==> config.mk <==
export PLATFORM = sky130hd
export DESIGN_NAME = axi_arbiter_2to1
export DESIGN_NICKNAME = d
export VERILOG_FILES = /design/src/rtl/axi_arbiter_2to1_pkg.sv /design/src/rtl/axi_arbiter_2to1_picker.sv /design/src/rtl/axi_arbiter_2to1.sv
export SDC_FILE = /design/constraint.sdc
export NUM_CORES = 1
export LEC_CHECK = 0
export BUFFER_PORTS_ARGS = -buffer_cell sky130_fd_sc_hd__buf_4
export CAP_MARGIN = 5
export CORE_AREA = 2 2 243 245
export DETAILED_ROUTE_END_ITERATION = 6
export DIE_AREA = 0 0 245 247
export PLACE_DENSITY = 0.3
export SKIP_LAST_GASP = 1
export SLEW_MARGIN = 20
export SYNTH_ARGS = -nofsm -noshare
export SYNTH_HDL_FRONTEND = slang
export SYNTH_HIERARCHICAL = 1
export SYNTH_SLANG_ARGS = --single-unit
==> constraint.sdc <==
create_clock -name clock -period 1.69 [get_ports clock]
set_input_delay 0.4225 -clock clock [delete_from_list [all_inputs] [get_ports clock]]
set_output_delay 0.4225 -clock clock [all_outputs]
set_load 0.02 [all_outputs]
==> src/rtl/axi_arbiter_2to1_pkg.sv <==
// -----------------------------------------------------------------------------
// axi_arbiter_2to1_pkg
// Shared types and constants for the 2:1 AXI read arbiter.
//   rstate_e     : read FSM states (idle / address phase / data phase)
//   grant_e      : which upstream master owns the read channels (M0 ICache, M1 DCache)
//   AXI_BURST_INCR, AXI_RESP_OKAY : common AXI encodings
//   other_master : returns the master that is not the one given
// Optional build macro used by users of this package: AXI_ARB_RR_EN
// -----------------------------------------------------------------------------
package axi_arbiter_2to1_pkg;

    typedef enum logic [1:0] {
        R_IDLE = 2'd0,
        R_ADDR = 2'd1,
        R_DATA = 2'd2
    } rstate_e;

    typedef enum logic {
        M0 = 1'b0,
        M1 = 1'b1
    } grant_e;

    localparam logic [1:0] AXI_BURST_INCR = 2'b01;
    localparam logic [1:0] AXI_RESP_OKAY  = 2'b00;

    function automatic grant_e other_master(input grant_e g);
        return (g == M0) ? M1 : M0;
    endfunction

endpackage

==> src/rtl/axi_arbiter_2to1_picker.sv <==
// -----------------------------------------------------------------------------
// axi_arb_picker
// Combinational arbitration policy for the read channel.
//   req0       in  : ICache (m0) read request
//   req1       in  : DCache (m1) read request
//   last_grant in  : master served by the most recent completed burst
//   winner     out : master to grant; only meaningful when req0 or req1 is set
// Build macro AXI_ARB_RR_EN selects round-robin; otherwise m1 has fixed
// priority over m0.
// -----------------------------------------------------------------------------
module axi_arb_picker
    import axi_arbiter_2to1_pkg::*;
(
    input  logic   req0,
    input  logic   req1,
    input  grant_e last_grant,
    output grant_e winner
);

`ifdef AXI_ARB_RR_EN
    // On a collision the master that was not served last goes first, so
    // neither cache can starve the other.
    always_comb begin
        winner = M1;
        if (req0 && req1) begin
            winner = other_master(last_grant);
        end else if (req0) begin
            winner = M0;
        end
    end
`else
    // The fixed policy has no memory, so last_grant is deliberately ignored.
    logic unused_last_grant;
    assign unused_last_grant = (last_grant == M1);

    // DCache misses stall the pipeline harder than ICache misses, so m1 wins.
    always_comb begin
        winner = M1;
        if (req0 && !req1) begin
            winner = M0;
        end
    end
`endif

endmodule

==> src/rtl/axi_arbiter_2to1.sv <==
// -----------------------------------------------------------------------------
// axi_arbiter_2to1
// Merges the ICache read-only AXI4 master (m0) and the DCache read/write AXI4
// master (m1) onto one AXI4 slave port (s_*).
//   clock, reset      : system clock, asynchronous active-high reset
//   m0_ar* / m0_r*    : ICache read address / read data channels
//   m1_ar* / m1_r*    : DCache read address / read data channels
//   m1_aw*/m1_w*/m1_b*: DCache write channels (passed straight through)
//   s_ar* / s_r*      : merged read channels towards memory
//   s_aw* / s_w* / s_b*: write channels towards memory
// Reads are arbitrated once per burst and the grant is locked until the beat
// carrying rlast is accepted. Build macro AXI_ARB_RR_EN enables round-robin
// arbitration; the default is fixed m1-over-m0 priority.
// -----------------------------------------------------------------------------
module axi_arbiter_2to1
    import axi_arbiter_2to1_pkg::*;
#(
    parameter int ADDR_W = 32,
    parameter int DATA_W = 64,
    parameter int ID_W   = 4,
    parameter int M0_ID  = 0,
    parameter int M1_ID  = 1
) (
    input  logic                clock,
    input  logic                reset,

    input  logic                m0_arvalid,
    output logic                m0_arready,
    input  logic [ADDR_W-1:0]   m0_araddr,
    input  logic [7:0]          m0_arlen,
    input  logic [2:0]          m0_arsize,
    input  logic [1:0]          m0_arburst,
    output logic                m0_rvalid,
    input  logic                m0_rready,
    output logic [DATA_W-1:0]   m0_rdata,
    output logic [1:0]          m0_rresp,
    output logic                m0_rlast,

    input  logic                m1_arvalid,
    output logic                m1_arready,
    input  logic [ADDR_W-1:0]   m1_araddr,
    input  logic [7:0]          m1_arlen,
    input  logic [2:0]          m1_arsize,
    input  logic [1:0]          m1_arburst,
    output logic                m1_rvalid,
    input  logic                m1_rready,
    output logic [DATA_W-1:0]   m1_rdata,
    output logic [1:0]          m1_rresp,
    output logic                m1_rlast,

    input  logic                m1_awvalid,
    output logic                m1_awready,
    input  logic [ADDR_W-1:0]   m1_awaddr,
    input  logic [7:0]          m1_awlen,
    input  logic [2:0]          m1_awsize,
    input  logic [1:0]          m1_awburst,
    input  logic                m1_wvalid,
    output logic                m1_wready,
    input  logic [DATA_W-1:0]   m1_wdata,
    input  logic [DATA_W/8-1:0] m1_wstrb,
    input  logic                m1_wlast,
    output logic                m1_bvalid,
    input  logic                m1_bready,
    output logic [1:0]          m1_bresp,

    output logic                s_arvalid,
    input  logic                s_arready,
    output logic [ID_W-1:0]     s_arid,
    output logic [ADDR_W-1:0]   s_araddr,
    output logic [7:0]          s_arlen,
    output logic [2:0]          s_arsize,
    output logic [1:0]          s_arburst,
    input  logic                s_rvalid,
    output logic                s_rready,
    input  logic [ID_W-1:0]     s_rid,
    input  logic [DATA_W-1:0]   s_rdata,
    input  logic [1:0]          s_rresp,
    input  logic                s_rlast,

    output logic                s_awvalid,
    input  logic                s_awready,
    output logic [ID_W-1:0]     s_awid,
    output logic [ADDR_W-1:0]   s_awaddr,
    output logic [7:0]          s_awlen,
    output logic [2:0]          s_awsize,
    output logic [1:0]          s_awburst,
    output logic                s_wvalid,
    input  logic                s_wready,
    output logic [DATA_W-1:0]   s_wdata,
    output logic [DATA_W/8-1:0] s_wstrb,
    output logic                s_wlast,
    input  logic                s_bvalid,
    output logic                s_bready,
    input  logic [ID_W-1:0]     s_bid,
    input  logic [1:0]          s_bresp
);

    localparam logic [ID_W-1:0] M0_ID_L = ID_W'(M0_ID);
    localparam logic [ID_W-1:0] M1_ID_L = ID_W'(M1_ID);

    rstate_e         rstate_q, rstate_d;
    grant_e          grant_q, grant_d;
    logic            rid_err_q, rid_err_d;
    grant_e          last_grant;
    grant_e          winner;
    logic [ID_W-1:0] granted_id;

    // Only m1 writes and there is a single outstanding writer, so the
    // returned write ID carries no information.
    logic unused_bid;
    assign unused_bid = ^s_bid;

`ifdef AXI_ARB_RR_EN
    grant_e last_grant_q, last_grant_d;
    assign last_grant = last_grant_q;

    always_ff @(posedge clock or posedge reset) begin
        if (reset) begin
            last_grant_q <= M1;
        end else begin
            last_grant_q <= last_grant_d;
        end
    end
`else
    assign last_grant = M1;
`endif

    axi_arb_picker u_picker (
        .req0       (m0_arvalid),
        .req1       (m1_arvalid),
        .last_grant (last_grant),
        .winner     (winner)
    );

    assign granted_id = (grant_q == M1) ? M1_ID_L : M0_ID_L;

    always_ff @(posedge clock or posedge reset) begin
        if (reset) begin
            rstate_q  <= R_IDLE;
            grant_q   <= M1;
            rid_err_q <= 1'b0;
        end else begin
            rstate_q  <= rstate_d;
            grant_q   <= grant_d;
            rid_err_q <= rid_err_d;
        end
    end

    // Read FSM: the grant is sampled only in R_IDLE, which gives the
    // one-cycle arbitration bubble and locks the owner for the whole burst.
    always_comb begin
        rstate_d   = rstate_q;
        grant_d    = grant_q;
        rid_err_d  = rid_err_q;
`ifdef AXI_ARB_RR_EN
        last_grant_d = last_grant_q;
`endif
        s_arvalid  = 1'b0;
        m0_arready = 1'b0;
        m1_arready = 1'b0;
        m0_rvalid  = 1'b0;
        m1_rvalid  = 1'b0;
        s_rready   = 1'b0;

        case (rstate_q)
            R_IDLE: begin
                if (m0_arvalid || m1_arvalid) begin
                    grant_d  = winner;
                    rstate_d = R_ADDR;
                end
            end
            R_ADDR: begin
                if (grant_q == M1) begin
                    s_arvalid  = m1_arvalid;
                    m1_arready = s_arready;
                end else begin
                    s_arvalid  = m0_arvalid;
                    m0_arready = s_arready;
                end
                if (s_arvalid && s_arready) begin
                    rstate_d = R_DATA;
                end
            end
            R_DATA: begin
                if (grant_q == M1) begin
                    m1_rvalid = s_rvalid;
                    s_rready  = m1_rready;
                end else begin
                    m0_rvalid = s_rvalid;
                    s_rready  = m0_rready;
                end
                // A stray ID is still routed by grant; the sticky flag just
                // records that the slave misbehaved.
                if (s_rvalid && (s_rid != granted_id)) begin
                    rid_err_d = 1'b1;
                end
                if (s_rvalid && s_rready && s_rlast) begin
                    rstate_d = R_IDLE;
`ifdef AXI_ARB_RR_EN
                    last_grant_d = grant_q;
`endif
                end
            end
            default: begin
                rstate_d = R_IDLE;
            end
        endcase

        if (reset) begin
            s_arvalid  = 1'b0;
            m0_arready = 1'b0;
            m1_arready = 1'b0;
            m0_rvalid  = 1'b0;
            m1_rvalid  = 1'b0;
            s_rready   = 1'b0;
        end
    end

    // Read payloads: AR is muxed by the locked grant, R fans out to both
    // masters and only the valid qualifies which one sees it.
    assign s_arid    = granted_id;
    assign s_araddr  = (grant_q == M1) ? m1_araddr  : m0_araddr;
    assign s_arlen   = (grant_q == M1) ? m1_arlen   : m0_arlen;
    assign s_arsize  = (grant_q == M1) ? m1_arsize  : m0_arsize;
    assign s_arburst = (grant_q == M1) ? m1_arburst : m0_arburst;

    assign m0_rdata = s_rdata;
    assign m0_rresp = s_rresp;
    assign m0_rlast = s_rlast;
    assign m1_rdata = s_rdata;
    assign m1_rresp = s_rresp;
    assign m1_rlast = s_rlast;

    // Write path is a straight wire-through; handshakes are gated by reset.
    assign s_awvalid  = m1_awvalid & ~reset;
    assign m1_awready = s_awready  & ~reset;
    assign s_awid     = M1_ID_L;
    assign s_awaddr   = m1_awaddr;
    assign s_awlen    = m1_awlen;
    assign s_awsize   = m1_awsize;
    assign s_awburst  = m1_awburst;
    assign s_wvalid   = m1_wvalid  & ~reset;
    assign m1_wready  = s_wready   & ~reset;
    assign s_wdata    = m1_wdata;
    assign s_wstrb    = m1_wstrb;
    assign s_wlast    = m1_wlast;
    assign m1_bvalid  = s_bvalid   & ~reset;
    assign s_bready   = m1_bready  & ~reset;
    assign m1_bresp   = s_bresp;

    // Flag the first beat whose ID does not belong to the current owner.
    always @(posedge clock) begin
        if (!reset && (rstate_q == R_DATA) && s_rvalid && !rid_err_q) begin
            assert (s_rid == granted_id)
                else $warning("[ARB] s_rid %0h does not match granted id %0h", s_rid, granted_id);
        end
    end

endmodule

==> reports/metrics.csv, run 1 <==
metric,value,unit
# setup viols final,52,
largest net degree at the start of global routing,28,
max incr delay on CP,590,ps
row count,89,
violated checks,setup timing,
post-synthesis sequential area ratio,0.02735,
min Tclk post-route,2030,ps
fin crit share,1.201,
CP startpoint kind,register,
"top cells by area, synth","buf_4, mux2_2, dfrtp_1",
fillers,6864,
Worst R2R Setup Slack,130,ps
Min-Delay Path Class,in2async,
first-pass GRT wire length,12350,µm
top cell type by total area after synthesis,buf_4,
"Critical Path, Cell by Cell",buf_12 > mux2_4 > and3_1 > buf_4,
Total Routing Usage GR,0.02988,
top-area cell type share of the netlist area,0.7049,
CP Data Arrival Time,1610,ps
Root Driver,clkbuf_16,
most frequent cells in the layout,"buf_4, mux2_2, conb_1",
Initial Util,0.04791,
final-report hold violation count,0,
"Clk pin slew, worst setup/hold paths",30,ps
max_cap viols,0,
P&R area growth vs syn,15.56,%
Die Area,0.06052,mm²
status,finished with violations,
synthesized area per cell,7.995,µm²
fin nets,565,
Placer Congestion,0.6329,
drt first pass iters,3,
cts hold-fix bufs,0,
slowest CP cell,dfstp_2,
Power Density,915.9,mW/mm²
DRC,0,
I/O pin count,618,
total core area,0.05824,mm²
setup ws final,-339.8,ps
leak pwr,0.001241,µW
DR iter-0 viols,22,
Max VDD drop,0.4666,mV
HPWL Detailed,8821,µm
routed length per instance,9.662,µm
multi-input logic area,715.7,µm²
total gr overflow,0,
# H-tree levels,1,
CP endpoint kind,primary output,
CP Max Fanout,10,
synthesized cell area,0.002790,mm²
critical path required time,1270,ps
Setup CP Type,reg2out,
CTS tree,done,
Max Slew Vio Count,0,
Die Height,247,µm
RSZ-0062 raised after global routing,yes,
number of nets with antenna violations after routing,0,
ANT cells,0,
post-synth cell types,23,
vias in the first global route,1749,
WL final,10030,µm
Overall Power,2953,µW
fmax,492.7,MHz
# port buffers,164,
vias,1770,
Gate Count Post-Synth,349,
"commonest non-fill, non-tap cell in the layout",buf_4,
setup TNS,-14800,ps
#FFs+latches synth,3,
worst r2r dst,rstate_q[0],
crit path launch,grant_q,
worst r2r src,grant_q,
Setup crit end,s_arvalid,
routed vias/inst,1.705,
Die X,245,µm
placed inst area,0.003070,mm²
Worst Skew,3.660,ps
finished layout cell area,0.003224,mm²
share of cells above drive strength 1,0.8642,
CTS sink cnt,3,
sequential cell area,76.32,µm²
Skew-Pair Late Insertion Delay,220,ps
Bufs on Longest Clock Path,2,
total CTS buffers,3,
synth warn,6,
antenna violations before repair,0,
path depth of the worst reg2reg path,4,
## cell usage after synthesis
cell type    n
clkbuf_2     1
nand3_1      2
buf_4      262
nand2_1      2
dfstp_2      1
inv_1        2
nor2b_1      6
mux2_2      46
buf_6        2
mux2i_1      1
nor2_1       6
nor3b_1      1
nand2b_1     1
and3_1       1
buf_2        4
o21ai_0      1
o22ai_1      1
and2b_1      1
conb_1       2
a311oi_2     1
nor3_1       2
dfrtp_1      2
mux2_4       1
## layout make-up
type | instances | area share
clock buffers | 4 | 0.02445
inverters | 2 | 0.002328
multi-input cells | 80 | 0.2220
flip-flops and latches | 3 | 0.02367
well taps | 773 | 0.3000
repair buffers | 176 | 0.4276
## power breakdown
group | leakage (µW) | switching [µW] | internal (µW)
sequential | 0.0000347 | 48.9 | 115
combinational | 0.00117 | 1120 | 1290
clock | 0.0000382 | 63.2 | 311
## sequential cells by signal (all words and copies together), names as in the netlist
signal	count
grant_q	1
rstate_q	2
## per-stage QoR
step | instances | setup WS (ps) | hold slack (ps) | utilization
after CTS | 1035 | -364.8 | 91.81 | 0.05468
after detailed placement | 1029 | -138.6 | 324.3 | 0.05272
after global routing | 1038 | -392.1 | 97.17 | 0.05536
final | 1038 | -339.8 | 96.66 | 0.05536
after global placement | 1029 | -151.0 | 327.7 | 0.05272
after floorplan | 354 | 41.94 | 175.4 | -
## cell families (layout without fill, tap and decap cells)
family | after synthesis | after routing | synth area share
flip-flops | 3 | 3 | 0.02736
other | 2 | 7 | 0.002692
multiplexers | 48 | 48 | 0.1946
AND/OR/NAND/NOR | 22 | 22 | 0.04126
buffers and inverters | 271 | 182 | 0.7247
AO/OA/AOI/OAI | 3 | 3 | 0.009415
## worst min-delay path by stage
stage,start,endpoint,slack (ps),depth (start not counted)
floorplan,reset,rstate_q[0],180,1
global placement,reset,rstate_q[1],330,2
detailed placement,reset,rstate_q[1],320,2
CTS,reset,rstate_q[1],90,2
global route,reset,rstate_q[1],100,2
finish,reset,rstate_q[0],100,2
## worst max-delay path, delay by kind of cell (launching register included)
kind	cells	cell delay, ps
and+or+nand+nor	1	160
muxes	1	310
DFF	1	590
buffers and inverters	2	320
## what timing repair did
action / 4_1_cts / 5_1_grt
gates cloned: 1 / 0
buffers inserted: 1 / 3
setup endpoints to repair: 51 / 52
resized for setup: 1 / 1
pin swaps: 0 / 0
## routing by layer
layer	GRT usage	part of all wire
met5	0	0
met4	0.04555	0.15
met3	0.01802	0.18
met2	0.05599	0.50
met1	0.01325	0.17
Note: power is estimated with default switching activity, not from simulation.
==> run 2: changes to the inputs <==
--- a/config.mk
+++ b/config.mk
@@ -17,3 +17,4 @@
 export SYNTH_HDL_FRONTEND = slang
 export SYNTH_HIERARCHICAL = 1
 export SYNTH_SLANG_ARGS = --single-unit
+export TNS_END_PERCENT = 5
==> constraint.sdc (replaced) <==
create_clock -name clock -period 1.69 [get_ports clock]
set_input_delay 0.4225 -clock clock [delete_from_list [all_inputs] [get_ports clock]]
set_output_delay 0.4225 -clock clock [all_outputs]
set_load 0.05 [all_outputs]
==> reports/metrics.csv, run 2 (synthesis results as in run 1) <==
metric,value,unit
Worst Skew,1.499,ps
largest registers,"rstate_q: 2 flops, grant_q: 1 flops",
Sw Share,0.5119,
# H-tree levels,1,
Bufs on Longest Clock Path,2,
max incr delay on CP,680,ps
CP startpoint kind,register,
RSZ-0062 raised after global routing,yes,
Die Area,0.06052,mm²
NetSw,2368,µW
# port buffers,164,
Placed Cells,1032,
antenna violations before repair,0,
total gr overflow,0,
HPWL Detailed,9990,µm
WL final,12770,µm
Min-Delay Path Class,in2async,
most frequent cells in the layout,"buf_4, mux2_2, mux2_4",
Root Driver,clkbuf_16,
total core area,0.05824,mm²
Setup CP Type,reg2out,
Power Density,1285,mW/mm²
largest net degree at the start of global routing,15,
fmax,472.4,MHz
Total Routing Usage GR,0.03772,
CTS tree,done,
P&R area growth vs syn,29.06,%
first-pass GRT wire length,15210,µm
Die X,245,µm
"Clk pin slew, worst setup/hold paths",30,ps
routed length per instance,12.23,µm
vias,1830,
min Tclk post-route,2117,ps
fin crit share,1.253,
DRC,0,
Clock power frac,0.081,
drt first pass iters,3,
Skew-Pair Late Insertion Delay,220,ps
routed vias/inst,1.753,
leak pwr,0.001452,µW
Logic pwr share,0.879,
CP endpoint kind,primary output,
DR iter-0 viols,21,
total CTS buffers,3,
Reg power frac,0.040,
Max Slew Vio Count,0,
max FFs per register,2,
# setup viols final,52,
I/O pin count,618,
violated checks,setup timing,
number of nets with antenna violations after routing,0,
final-report hold violation count,0,
share of cells above drive strength 1,0.8782,
largest reg by FF count,rstate_q,
fin nets,571,
critical path required time,1270,ps
CP Max Fanout,7,
ANT cells,0,
row count,89,
Layout Utilization,0.06183,
status,finished with violations,
CTS sink cnt,3,
"commonest non-fill, non-tap cell in the layout",buf_4,
vias in the first global route,1894,
slowest CP cell,dfstp_4,
"Critical Path, Cell by Cell",buf_12 > clkbuf_16 > mux2_4 > buf_8,
Initial Util,0.04791,
Placer Congestion,0.5880,
max_cap viols,0,
setup ws final,-427.0,ps
CP Data Arrival Time,1690,ps
Max VDD drop,0.4159,mV
Layout Cells excl Fill,1044,
Internal,2258,µW
Die Height,247,µm
[run 2: cell type report]
| type | count | area (µm²) |
|---|---|---|
| fillers | 6841 | 54640 |
| repair buffers | 182 | 1658 |
| well taps | 773 | 967.2 |
| multi-input cells | 80 | 809.5 |
| flip-flops and latches | 3 | 80.08 |
| clock buffers | 4 | 78.83 |
| inverters | 2 | 7.507 |
[run 2: worst paths after layout]
path                       cells past startpoint        start  slack, ps            to
min in group clock                             2    s_arready        450   rstate_q[0]
max in group asynchronous                      2        reset       1390       grant_q
min                                            2        reset         90   rstate_q[0]
min reg2reg                                    2  rstate_q[1]        590   rstate_q[0]
max                                            4      grant_q       -430  s_araddr[12]
max reg2reg                                    4      grant_q         30   rstate_q[0]
[run 2: through the flow]
stage	setup slack [ps]	power [µW]	instance area (µm²)	hold slack, ps	TNS (ps)
global route	-478.0	4874	3601	104.8	-22240
detailed placement	-325.8	3410	3104	325.8	-8766
global placement	-350.0	3406	3104	323.9	-8881
CTS	-505.3	4265	3313	92.12	-22960
floorplan	-78.31	3931	2816	175.4	-1165
finish	-427.0	4626	3601	90.03	-19320
[run 2: critical path, delay by kind of cell, from the launching register on]
family                 cells  cell delay [ps]
flip-flops                 1              680
multiplexers               1              310
buffers and inverters      3              460
[run 2: what timing repair did]
action | CTS | global route
endpoints found under the setup margin | 52 | 53
buffers inserted | 2 | 3
gates resized for setup | 5 | 70
hold endpoints to repair | 0 | 0
cloned | 3 | 1
hold buffers | 0 | 0
[run 2: layer usage]
| layer | routed length (µm) | global-route usage | share of wire |
|---|---|---|---|
| met2 | 5601 | 0.05757 | 0.44 |
| met3 | 2166 | 0.02399 | 0.17 |
| met4 | 1704 | 0.05470 | 0.13 |
| met1 | 3299 | 0.02727 | 0.26 |
| met5 | 0 | 0 | 0 |
[run 2: power by group through the flow]
stage | clock, µW | combinational (µW) | sequential, µW
3_3_place_gp | 0 | 3240 | 168
5_1_grt | 389 | 4290 | 193
4_1_cts | 379 | 3700 | 187
3_5_place_dp | 0 | 3240 | 167
6_report | 375 | 4070 | 183
2_1_floorplan | 0 | 3800 | 135
